<file path="src/rtl/ds_pkg.sv">
// Shared constants and state encoding for the 2x2 box-filter down-sampler.
package ds_pkg;
  localparam int DEF_PIX_W   = 8;
  localparam int DEF_SRC_W   = 64;
  localparam int DEF_SRC_H   = 64;
  localparam int DEF_ROM_LAT = 1;

  localparam logic [2:0] S_IDLE  = 3'd0;
  localparam logic [2:0] S_FETCH = 3'd1;
  localparam logic [2:0] S_WAIT  = 3'd2;
  localparam logic [2:0] S_WRITE = 3'd3;
  localparam logic [2:0] S_DONE  = 3'd4;

  // Address/counter widths never collapse to zero bits, even for a 2x2 source.
  function automatic int clog2_1(input int n);
    return (n <= 2) ? 1 : $clog2(n);
  endfunction

  localparam int DST_W  = DEF_SRC_W / 2;
  localparam int DST_H  = DEF_SRC_H / 2;
  localparam int ROM_AW = clog2_1(DEF_SRC_W * DEF_SRC_H);
  localparam int RAM_AW = clog2_1(DEF_SRC_W * DEF_SRC_H / 4);
  localparam int ACC_W  = DEF_PIX_W + 2;
endpackage

</file>
<file path="src/rtl/ds_if.sv">
// Controller handshake plus ROM read and frame-RAM write buses of the down-sampler.
interface ds_if import ds_pkg::*; #(
  parameter int PIX_W = DEF_PIX_W,
  parameter int SRC_W = DEF_SRC_W,
  parameter int SRC_H = DEF_SRC_H
);
  localparam int AW_ROM = clog2_1(SRC_W * SRC_H);
  localparam int AW_RAM = clog2_1(SRC_W * SRC_H / 4);

  logic              ds_run_i;
  logic              ds_done_o;
  logic              busy_o;
  logic              rom_en_o;
  logic [AW_ROM-1:0] rom_addr_o;
  logic [PIX_W-1:0]  rom_data_i;
  logic              ram_we_o;
  logic [AW_RAM-1:0] ram_addr_o;
  logic [PIX_W-1:0]  ram_wdata_o;

  modport master (
    input  ds_run_i, rom_data_i,
    output ds_done_o, busy_o, rom_en_o, rom_addr_o, ram_we_o, ram_addr_o, ram_wdata_o
  );
  modport slave (
    output ds_run_i, rom_data_i,
    input  ds_done_o, busy_o, rom_en_o, rom_addr_o, ram_we_o, ram_addr_o, ram_wdata_o
  );
endinterface

</file>
<file path="src/rtl/ds_addr_gen.sv">
// Block/tap counters (ox, oy, k) and the ROM/RAM addresses derived from them.
module ds_addr_gen import ds_pkg::*; #(
  parameter int SRC_W = DEF_SRC_W,
  parameter int SRC_H = DEF_SRC_H,
  localparam int AW_ROM = clog2_1(SRC_W * SRC_H),
  localparam int AW_RAM = clog2_1(SRC_W * SRC_H / 4)
) (
  input  logic              clk,
  input  logic              rst_n,
  input  logic              i_clr,
  input  logic              i_fetch,
  input  logic              i_write,
  output logic [AW_ROM-1:0] o_rom_addr,
  output logic [AW_RAM-1:0] o_ram_addr,
  output logic              o_k_last,
  output logic              o_last_blk
);
  localparam int DW = SRC_W / 2;
  localparam int DH = SRC_H / 2;
  localparam int XW = clog2_1(DW);
  localparam int YW = clog2_1(DH);

  logic [XW-1:0]     r_ox;
  logic [YW-1:0]     r_oy;
  logic [1:0]        r_k;
  logic [AW_ROM-1:0] r_rom_hold, w_rom_addr;
  logic [AW_RAM-1:0] r_ram_hold, w_ram_addr;
  logic              w_x_last;

  assign w_x_last   = (r_ox == XW'(DW - 1));
  assign o_last_blk = w_x_last && (r_oy == YW'(DH - 1));
  assign o_k_last   = (r_k == 2'd3);

  // k[0] selects the column tap, k[1] the row tap of the 2x2 block.
  assign w_rom_addr = AW_ROM'({r_oy, r_k[1]}) * AW_ROM'(SRC_W) + AW_ROM'({r_ox, r_k[0]});
  assign w_ram_addr = AW_RAM'(r_oy) * AW_RAM'(DW) + AW_RAM'(r_ox);

  // Addresses are live while their enable is high and frozen otherwise.
  assign o_rom_addr = i_fetch ? w_rom_addr : r_rom_hold;
  assign o_ram_addr = i_write ? w_ram_addr : r_ram_hold;

  always_ff @(posedge clk or negedge rst_n) begin
    if (!rst_n) begin
      r_ox       <= '0;
      r_oy       <= '0;
      r_k        <= '0;
      r_rom_hold <= '0;
      r_ram_hold <= '0;
    end else if (i_clr) begin
      r_ox <= '0;
      r_oy <= '0;
      r_k  <= '0;
    end else begin
      if (i_fetch) begin
        r_k        <= r_k + 2'd1;
        r_rom_hold <= w_rom_addr;
      end
      if (i_write) begin
        r_ram_hold <= w_ram_addr;
        if (w_x_last) begin
          r_ox <= '0;
          r_oy <= o_last_blk ? '0 : r_oy + YW'(1);
        end else begin
          r_ox <= r_ox + XW'(1);
        end
      end
    end
  end
endmodule

</file>
<file path="src/rtl/ds_engine.sv">
// 2x2 rounding box-filter down-sampler: ROM fetch FSM, latency-matched accumulate, RAM write.
module ds_engine import ds_pkg::*; #(
  parameter int PIX_W   = DEF_PIX_W,
  parameter int SRC_W   = DEF_SRC_W,
  parameter int SRC_H   = DEF_SRC_H,
  parameter int ROM_LAT = DEF_ROM_LAT
) (
  input logic clk,
  input logic rst_n,
  ds_if.master bus
);
  localparam int AW     = PIX_W + 2;
  localparam int AW_ROM = clog2_1(SRC_W * SRC_H);
  localparam int AW_RAM = clog2_1(SRC_W * SRC_H / 4);

  logic [2:0]         r_state, w_next;
  logic [ROM_LAT:1]   r_vld_pipe;
  logic [1:0]         r_wcnt;
  logic [AW-1:0]      r_acc;
  logic [PIX_W-1:0]   r_wdata_hold, w_avg;
  logic               w_fetch, w_wait, w_write, w_k_last, w_last_blk;
  logic [AW_ROM-1:0]  w_rom_addr;
  logic [AW_RAM-1:0]  w_ram_addr;

  assign w_fetch = (r_state == S_FETCH);
  assign w_wait  = (r_state == S_WAIT);
  assign w_write = (r_state == S_WRITE);

  ds_addr_gen #(.SRC_W(SRC_W), .SRC_H(SRC_H)) u_addr (
    .clk       (clk),
    .rst_n     (rst_n),
    .i_clr     (r_state == S_IDLE),
    .i_fetch   (w_fetch),
    .i_write   (w_write),
    .o_rom_addr(w_rom_addr),
    .o_ram_addr(w_ram_addr),
    .o_k_last  (w_k_last),
    .o_last_blk(w_last_blk)
  );

  always_comb begin
    w_next = r_state;
    case (r_state)
      S_IDLE:  if (bus.ds_run_i) w_next = S_FETCH;
      S_FETCH: if (w_k_last) w_next = S_WAIT;
      // WAIT spans exactly ROM_LAT cycles; the 4th datum lands in its last one.
      S_WAIT:  if (r_wcnt == 2'(ROM_LAT - 1)) w_next = S_WRITE;
      S_WRITE: w_next = w_last_blk ? S_DONE : S_FETCH;
      S_DONE:  if (!bus.ds_run_i) w_next = S_IDLE;
      default: w_next = S_IDLE;
    endcase
  end

  // Round half up; the 4-pixel sum plus 2 still fits AW bits.
  assign w_avg = PIX_W'((r_acc + AW'(2)) >> 2);

  always_ff @(posedge clk or negedge rst_n) begin
    if (!rst_n) begin
      r_state      <= S_IDLE;
      r_vld_pipe   <= '0;
      r_wcnt       <= '0;
      r_acc        <= '0;
      r_wdata_hold <= '0;
    end else begin
      r_state       <= w_next;
      r_vld_pipe[1] <= w_fetch;
      for (int j = 2; j <= ROM_LAT; j++) r_vld_pipe[j] <= r_vld_pipe[j-1];
      r_wcnt <= w_wait ? r_wcnt + 2'd1 : 2'd0;
      if (r_vld_pipe[ROM_LAT])
        r_acc <= r_acc + AW'(bus.rom_data_i);
      else if (w_write || r_state == S_IDLE)
        r_acc <= '0;
      if (w_write) r_wdata_hold <= w_avg;
    end
  end

  assign bus.busy_o      = w_fetch || w_wait || w_write;
  assign bus.ds_done_o   = (r_state == S_DONE);
  assign bus.rom_en_o    = w_fetch;
  assign bus.rom_addr_o  = w_rom_addr;
  assign bus.ram_we_o    = w_write;
  assign bus.ram_addr_o  = w_ram_addr;
  assign bus.ram_wdata_o = w_write ? w_avg : r_wdata_hold;
endmodule

</file>
<file path="src/flat_wrapper.sv">
// flat-port wrapper written by rule: the top's interface ports become plain ports
module ds_engine_flat import ds_pkg::*;
#(
  parameter int PIX_W   = DEF_PIX_W,
  parameter int SRC_W   = DEF_SRC_W,
  parameter int SRC_H   = DEF_SRC_H,
  parameter int ROM_LAT = DEF_ROM_LAT
)
  (clk, rst_n, bus_ds_run_i, bus_rom_data_i, bus_ds_done_o, bus_busy_o, bus_rom_en_o, bus_rom_addr_o, bus_ram_we_o, bus_ram_addr_o, bus_ram_wdata_o);
  ds_if #(.PIX_W(PIX_W), .SRC_W(SRC_W), .SRC_H(SRC_H)) bus_i ();
  input logic clk;
  input logic rst_n;
  input wire logic [$bits(bus_i.ds_run_i)-1:0] bus_ds_run_i;
  input wire logic [$bits(bus_i.rom_data_i)-1:0] bus_rom_data_i;
  output wire logic [$bits(bus_i.ds_done_o)-1:0] bus_ds_done_o;
  output wire logic [$bits(bus_i.busy_o)-1:0] bus_busy_o;
  output wire logic [$bits(bus_i.rom_en_o)-1:0] bus_rom_en_o;
  output wire logic [$bits(bus_i.rom_addr_o)-1:0] bus_rom_addr_o;
  output wire logic [$bits(bus_i.ram_we_o)-1:0] bus_ram_we_o;
  output wire logic [$bits(bus_i.ram_addr_o)-1:0] bus_ram_addr_o;
  output wire logic [$bits(bus_i.ram_wdata_o)-1:0] bus_ram_wdata_o;
  assign bus_i.ds_run_i = bus_ds_run_i;
  assign bus_i.rom_data_i = bus_rom_data_i;
  assign bus_ds_done_o = bus_i.ds_done_o;
  assign bus_busy_o = bus_i.busy_o;
  assign bus_rom_en_o = bus_i.rom_en_o;
  assign bus_rom_addr_o = bus_i.rom_addr_o;
  assign bus_ram_we_o = bus_i.ram_we_o;
  assign bus_ram_addr_o = bus_i.ram_addr_o;
  assign bus_ram_wdata_o = bus_i.ram_wdata_o;
  ds_engine #(.PIX_W(PIX_W), .SRC_W(SRC_W), .SRC_H(SRC_H), .ROM_LAT(ROM_LAT)) u_core (.clk(clk), .rst_n(rst_n), .bus(bus_i));
endmodule
</file>
<file path="config.mk">
export PLATFORM = sky130hd
export DESIGN_NAME = ds_engine_flat
export DESIGN_NICKNAME = d
export VERILOG_FILES = /design/src/rtl/ds_pkg.sv /design/src/rtl/ds_if.sv /design/src/rtl/ds_addr_gen.sv /design/src/rtl/ds_engine.sv /design/src/flat_wrapper.sv
export SDC_FILE = /design/constraint.sdc
export NUM_CORES = 1
export LEC_CHECK = 0
export ABC_AREA = 1
export CORE_MARGIN = 2
export CORE_UTILIZATION = 54
export DETAILED_ROUTE_END_ITERATION = 16
export PLACE_DENSITY = 0.84
export RECOVER_POWER = 25
export SETUP_SLACK_MARGIN = 0.4
export SLEW_MARGIN = 10
export SYNTH_ARGS = -nofsm -noshare
export SYNTH_HDL_FRONTEND = slang
export SYNTH_SLANG_ARGS = --single-unit
</file>
<file path="constraint.sdc">
create_clock -name clk -period 1.7 [get_ports clk]
set_input_delay 0.425 -clock clk [delete_from_list [all_inputs] [get_ports clk]]
set_output_delay 0.425 -clock clk [all_outputs]
set_load 0.1 [all_outputs]
</file>
==> results of run 1 <==
-- metrics by stage --
step           instance area, µm²  setup WS (ns)  setup TNS (ns)  instances  utilization, %
2_1_floorplan                3760         -0.301           -7.00        371               -
3_5_place_dp                 4880         -0.444           -4.58        523            88.6
3_3_place_gp                 4880         -0.398           -2.75        523            88.6
-- cells by family after synthesis --
group / Yosys count / synth area share [%]
XOR/XNOR: 7 / 2.00
AO/OA/AOI/OAI: 85 / 15.0
adder cells (fa/ha/maj): 16 / 6.78
buffers and inverters: 56 / 7.88
flip-flops: 58 / 47.3
AND/OR/NAND/NOR: 149 / 21.0
-- synthesized netlist by cell type (all sizes together) --
cell type	instances	share of area (%)
nand2	92	12
o21ai	69	12
dfrtp	58	47
inv	44	5.4
nand3	23	3.9
nor2	18	2.2
ha	15	6.1
a21oi	10	2.0
nor3	10	1.8
buf	7	1.8
clkbuf	5	0.65
xor2	5	1.4
nand4	3	0.61
o22ai	3	0.61
or2	2	0.41
xnor2	2	0.57
a21boi	1	0.24
a22o	1	0.29
a31oi	1	0.20
fa	1	0.65
nand3b	1	0.24
==> summary by stage, run 1 <==
Status
The flow did not finish. The last stage reached is 4_1_cts. The first error in the log reads "[ERROR DPL-0038] Utilization greater than 100%, impossible to legalize".

Clock network
The maximum clock insertion buffer count is 2. Once the clock tree was built, the resizer swapped ~220 gates to a different size. The number of buffers created by CTS is 9. In this run the post-CTS setup repair buffer count came out at slightly above 50.

The clock drives 58 sinks. The number of hold-repair buffers added at the cts stage is 0. The root buffer cell chosen for the clock tree is clkbuf_8.

The number of levels the H-tree was split into is 3.

Floorplan
The number of standard-cell rows in the floorplan is 27. The height of the die is roughly 79 µm. The horizontal extent of the die is roughly 79 µm. Pin placement for this block handled 45 I/O pins. Once the floorplan was initialized, standard cells occupied a little under three fifths of the core.

Synthesis
The number of warning messages in the yosys log is 0. The post-synthesis net count is roughly 400. The count of state elements after synthesis is 58. The gate count after technology mapping is around 370. The sequential cell area fraction in the yosys report is 47.3%. The count of distinct cell types in the synthesized netlist is 32. The area of the mapped netlist is just over 3000 µm². The average instance area after synthesis is a little over 8 µm².

Placed design
The detailed placer's ending HPWL is about 7500 µm. The final weighted congestion in routability-driven placement is just under 0.9. In this run the tool buffered the top-level ports with 44 buffer cells.
==> inputs of run 2 (changes only) <==
--- a/config.mk
+++ b/config.mk
@@ -7,11 +7,10 @@
 export LEC_CHECK = 0
 export ABC_AREA = 1
 export CORE_MARGIN = 2
-export CORE_UTILIZATION = 54
+export CORE_UTILIZATION = 40
 export DETAILED_ROUTE_END_ITERATION = 16
-export PLACE_DENSITY = 0.84
+export PLACE_DENSITY_LB_ADDON = 0.15
 export RECOVER_POWER = 25
-export SETUP_SLACK_MARGIN = 0.4
 export SLEW_MARGIN = 10
 export SYNTH_ARGS = -nofsm -noshare
 export SYNTH_HDL_FRONTEND = slang
==> run 2 against run 1 <==
  * The flow now finishes, with violations (setup timing)
  * Synthesized cell count is the same
  * Synthesized area unchanged
==> summary by stage, run 2 <==
Status
Result of the run: finished with violations (was aborted with a tool error). The checks that failed: setup timing.

Power
The switching part of the total power is approximately half. In this run, the combinational gates consume roughly 73% of the power. The ratio of total power to cell area is slightly below 2000 nW/µm². The analysis attributes to net switching a power of just under 6 mW.

The worst IR drop on VDD is ~0.0014 V. The clock network is responsible for 9.2% of the overall power. The share of total power dissipated in sequential elements is between 15 and 20%. The leakage power total is about 2.6 nW.

The internal power component is 5.80 mW.

GRT
The overflow left after global routing is 0. The number of antenna violations at the first check in global routing came to 0. The pin count of the biggest net entering global routing is just under 60. The overall fraction of global-route tracks in use is a little under a quarter. The first-pass GRT wire length is 15200 µm. The number of global-route vias before repair is 3161.

Synthesis
The count of flip-flops with a built-in enable after synthesis is 0 (unchanged). The average instance area after synthesis is 8.26 µm² (unchanged). The most instantiated library cell after synthesis is nand2_1 (unchanged).

The most used flip-flop cell after synthesis is dfrtp_1 (unchanged). The count of distinct cell types in the synthesized netlist is 32 (unchanged). Post-synth top cells: nand2_1 (89), o21ai_0 (67), dfrtp_1 (58) (unchanged). The count of state elements after synthesis is 58 (unchanged).

The share of Yosys cell area claimed by the top area cell type came to 47.3% (unchanged). The area of the mapped netlist was 3070 µm² (unchanged). The sequential cell area fraction in the yosys report is 47.3% (unchanged). The largest area contributor in the synthesized netlist is dfrtp_1 (unchanged). Synth top area cells: dfrtp_1 (47%), o21ai_0 (11%), nand2_1 (11%) (unchanged). The post-synthesis net count is 398 (unchanged). The number of warning messages in the yosys log came to 0 (unchanged). The proportion of synthesized flip-flops having asynchronous set or reset is 100% (unchanged).

The gate count after technology mapping was 371 (unchanged).

Setup path
The standard cell with the maximum stage delay on the critical path is dfrtp_1. The signal on the critical path passes through buf_4 > inv_2 > nor3_4 > nand2_2 > xor2_2 > o21ai_4 > buf_12. Along the worst path, the maximum fanout reaches 4. The worst endpoint data arrival time is about 1.9 ns. The startpoint-to-endpoint class of the critical path is flip-flop to output port. The startpoint kind of the worst setup timing path is a flip-flop. The endpoint required time on the critical path is around 1.3 ns. The endpoint kind of the worst setup timing path is an output port. On the worst path, the slowest cell contributes a delay of about 0.4 ns. The setup slack of the most critical reg-to-reg path is -0.09 ns.

STA
The relative slew slack is between 4 and 5%. The maximum frequency from static timing analysis is between 400 and 500 MHz. The number of hold-slack violations in the final timing report came to 0. Across the routed clock network, the largest skew measured is between 0.01 and 0.015 ns. The number of pins with negative max-slew slack in the final report is 0. Setup total negative slack on the finished layout was measured at -14.42 ns. The setup-violating endpoint count in the final report is between 40 and 50. The final worst-path cycle share is 136%. The final critical path time including I/O delays and setup is between 2 and 2.5 ns. Setup repair after global routing could not meet its margin everywhere. Once routing completed, OpenROAD measured the worst setup slack at -0.607 ns.

At the pin with the least slew margin, the transition time is 1.43 ns.

Finish
The largest register by flop count is u_core.u_addr.r_rom_hold. Leaving out fill and tap cells, the most frequent cell in the layout is buf_4. Relative to the synthesized area, the layout overhead comes to 92.5%. The flip-flop count of the largest register, all copies and words added is 12. The filler cells instantiated in the layout total roughly 400.

Measured on the finished design, the core utilization comes to 80.5%. Cells with a size suffix above 1 make up ~53% of the layout. Leaving out fill and tap cells, the most frequent cells in the layout are buf_4 (62), dfrtp_1 (54), nand2_1 (52), buf_12 (41), o21ai_0 (35). The largest registers in the layout are u_core.u_addr.r_rom_hold (12), u_core.r_acc (10), u_core.u_addr.r_ram_hold (10). In the final design database the tool counted around 540 nets. The repair_antennas step left the layout with diodes totalling 0.

Drt
The via density per instance is 5.25. The final route contains roughly 3200 vias. The number of DRC markers in iteration 0 is approximately 190. The number of detailed-routing iterations run before antenna repair is 4. The residual DRC count is 0.

The total wire length is around 10000 µm. The average detailed-routed wire length per instance is 17.0 µm. The residual antenna-violating net count after detailed routing is 0.

Clock network
TritonCTS built the clock tree. The clock sink count was 58 (unchanged). The clock network latency to the later pin of the worst-skew pair is around 0.35 ns.

The number of hold-repair buffers added at the cts stage came to 0 (unchanged). The number of buffers created by CTS is 9 (unchanged). Clock-pin slew was measured on the worst setup and hold paths at 0.06 ns. The maximum clock insertion buffer count is 2 (unchanged). The cell chosen for the clock root is clkbuf_8 (unchanged). The number of levels the H-tree was split into is 3 (unchanged).

Placed design
The number of input and output port buffers inserted is 44 (unchanged). The final weighted congestion in routability-driven placement is 0.846 (was 0.888). The detailed placer's ending HPWL is 5230 µm (was 7490 µm).

The worst slack at placement is -0.497 ns (was -0.444 ns).

Hold path
The path class of the tightest hold or removal check is flip-flop to flip-flop.

Floorplan
The number of standard-cell rows in the floorplan is 31 (was 27). The effective utilization at floorplan is 41.8% (was 55.7%). The height of the die was 91.5 µm (was 79.3 µm).

After floorplanning, the core was sized to cover between 7000 and 8000 µm². The horizontal extent of the die is 91.5 µm (was 79.3 µm). The number of top-level pins is 45 (unchanged). The area of the die is about 8400 µm².

Job
Across the run, the number of max-cap violations was 0.
-- run 2: cell counts after synthesis --
Identical to the previous run, type by type.
-- run 2: final cells by class --
cell class	count	area (µm²)	share of cell area [%]
Clock inverter	4	20.0	0.339
Multi-Input combinational cell	259	2260	38.4
Inverter	44	193	3.26
Timing Repair Buffer	136	1710	29.0
Sequential cell	58	1460	24.7
Tap cell	99	124	2.10
Clock buffer	12	135	2.29
-- run 2: worst paths after layout --
check                      cells past startpoint                                       to                         startpoint
setup / recovery                               7                       bus_ram_wdata_o[6]        u_core.r_acc[1]$_DFFE_PN0P_
hold / removal                                 1               u_core.r_wcnt[0]$_DFF_PN0_         u_core.r_wcnt[0]$_DFF_PN0_
setup reg to reg                               9        u_core.u_addr.r_oy[3]$_DFFE_PN0P_  u_core.u_addr.r_ox[0]$_DFFE_PN0P_
hold reg to reg                                1               u_core.r_wcnt[0]$_DFF_PN0_         u_core.r_wcnt[0]$_DFF_PN0_
max in group asynchronous                      2              u_core.r_acc[3]$_DFFE_PN0P_                              rst_n
min in group asynchronous                      2  u_core.u_addr.r_rom_hold[6]$_DFFE_PN0N_                              rst_n
-- run 2: metrics by stage --
step                      instances  instance area (µm²)  hold WS, ns  total power, mW
after floorplan                 371                 3570        0.129             6.40
after global placement          549                 4720        0.414             8.36
after detailed placement        549                 4720        0.417             8.45
after CTS                       593                 5460       0.0816             10.8
after global routing            612                 5900        0.459             12.2
final                           612                 5900        0.423             11.6
-- run 2: power by group through the flow --
stage / clock network, mW / logic [mW] / registers (mW)
5_1_grt: 1.15 / 8.86 / 2.15
3_5_place_dp: 0 / 6.44 / 2.02
6_report: 1.07 / 8.41 / 2.11
3_3_place_gp: 0 / 6.36 / 2.00
4_1_cts: 1.06 / 7.70 / 2.03
2_1_floorplan: 0 / 4.42 / 1.98
-- run 2: cell families (layout without fill, tap and decap cells) --
| family | Yosys count | after routing | share of synthesized area [%] |
|---|---|---|---|
| AND/OR/NAND/NOR | 149 | 150 | 21.0 |
| AO/OA/AOI/OAI | 85 | 86 | 15.0 |
| flip-flops | 58 | 58 | 47.3 |
| buffers and inverters | 56 | 196 | 7.88 |
| adder cells (fa/ha/maj) | 16 | 16 | 6.78 |
| XOR/XNOR | 7 | 7 | 2.00 |
-- run 2: worst max-delay path: cells and delay by family, from the launching register on --
family	cells	cell delay [ns]
flip-flops	1	0.40
buffers and inverters	3	0.40
AND/OR/NAND/NOR	2	0.38
XOR/XNOR	1	0.17
AO/OA/AOI/OAI	1	0.17
-- run 2: layer usage --
metal / global-route usage (%) / vias up / share of wire [%]
li1: - / 1492 / -
met1: 27.2 / 1578 / 38
met2: 41.1 / 110 / 54
met3: 4.32 / 33 / 4.0
met4: 10.2 / 0 / 3.9
met5: 0 / - / 0
-- run 2: what timing repair did --
action                                  in CTS  in global routing
endpoints found under the setup margin      40                 49
buffers inserted                            22                 24
gates resized for setup                     62                 74
gates cloned                                 7                  0
pin swaps                                   20                 29
Note: power is estimated with default switching activity, not from simulation.
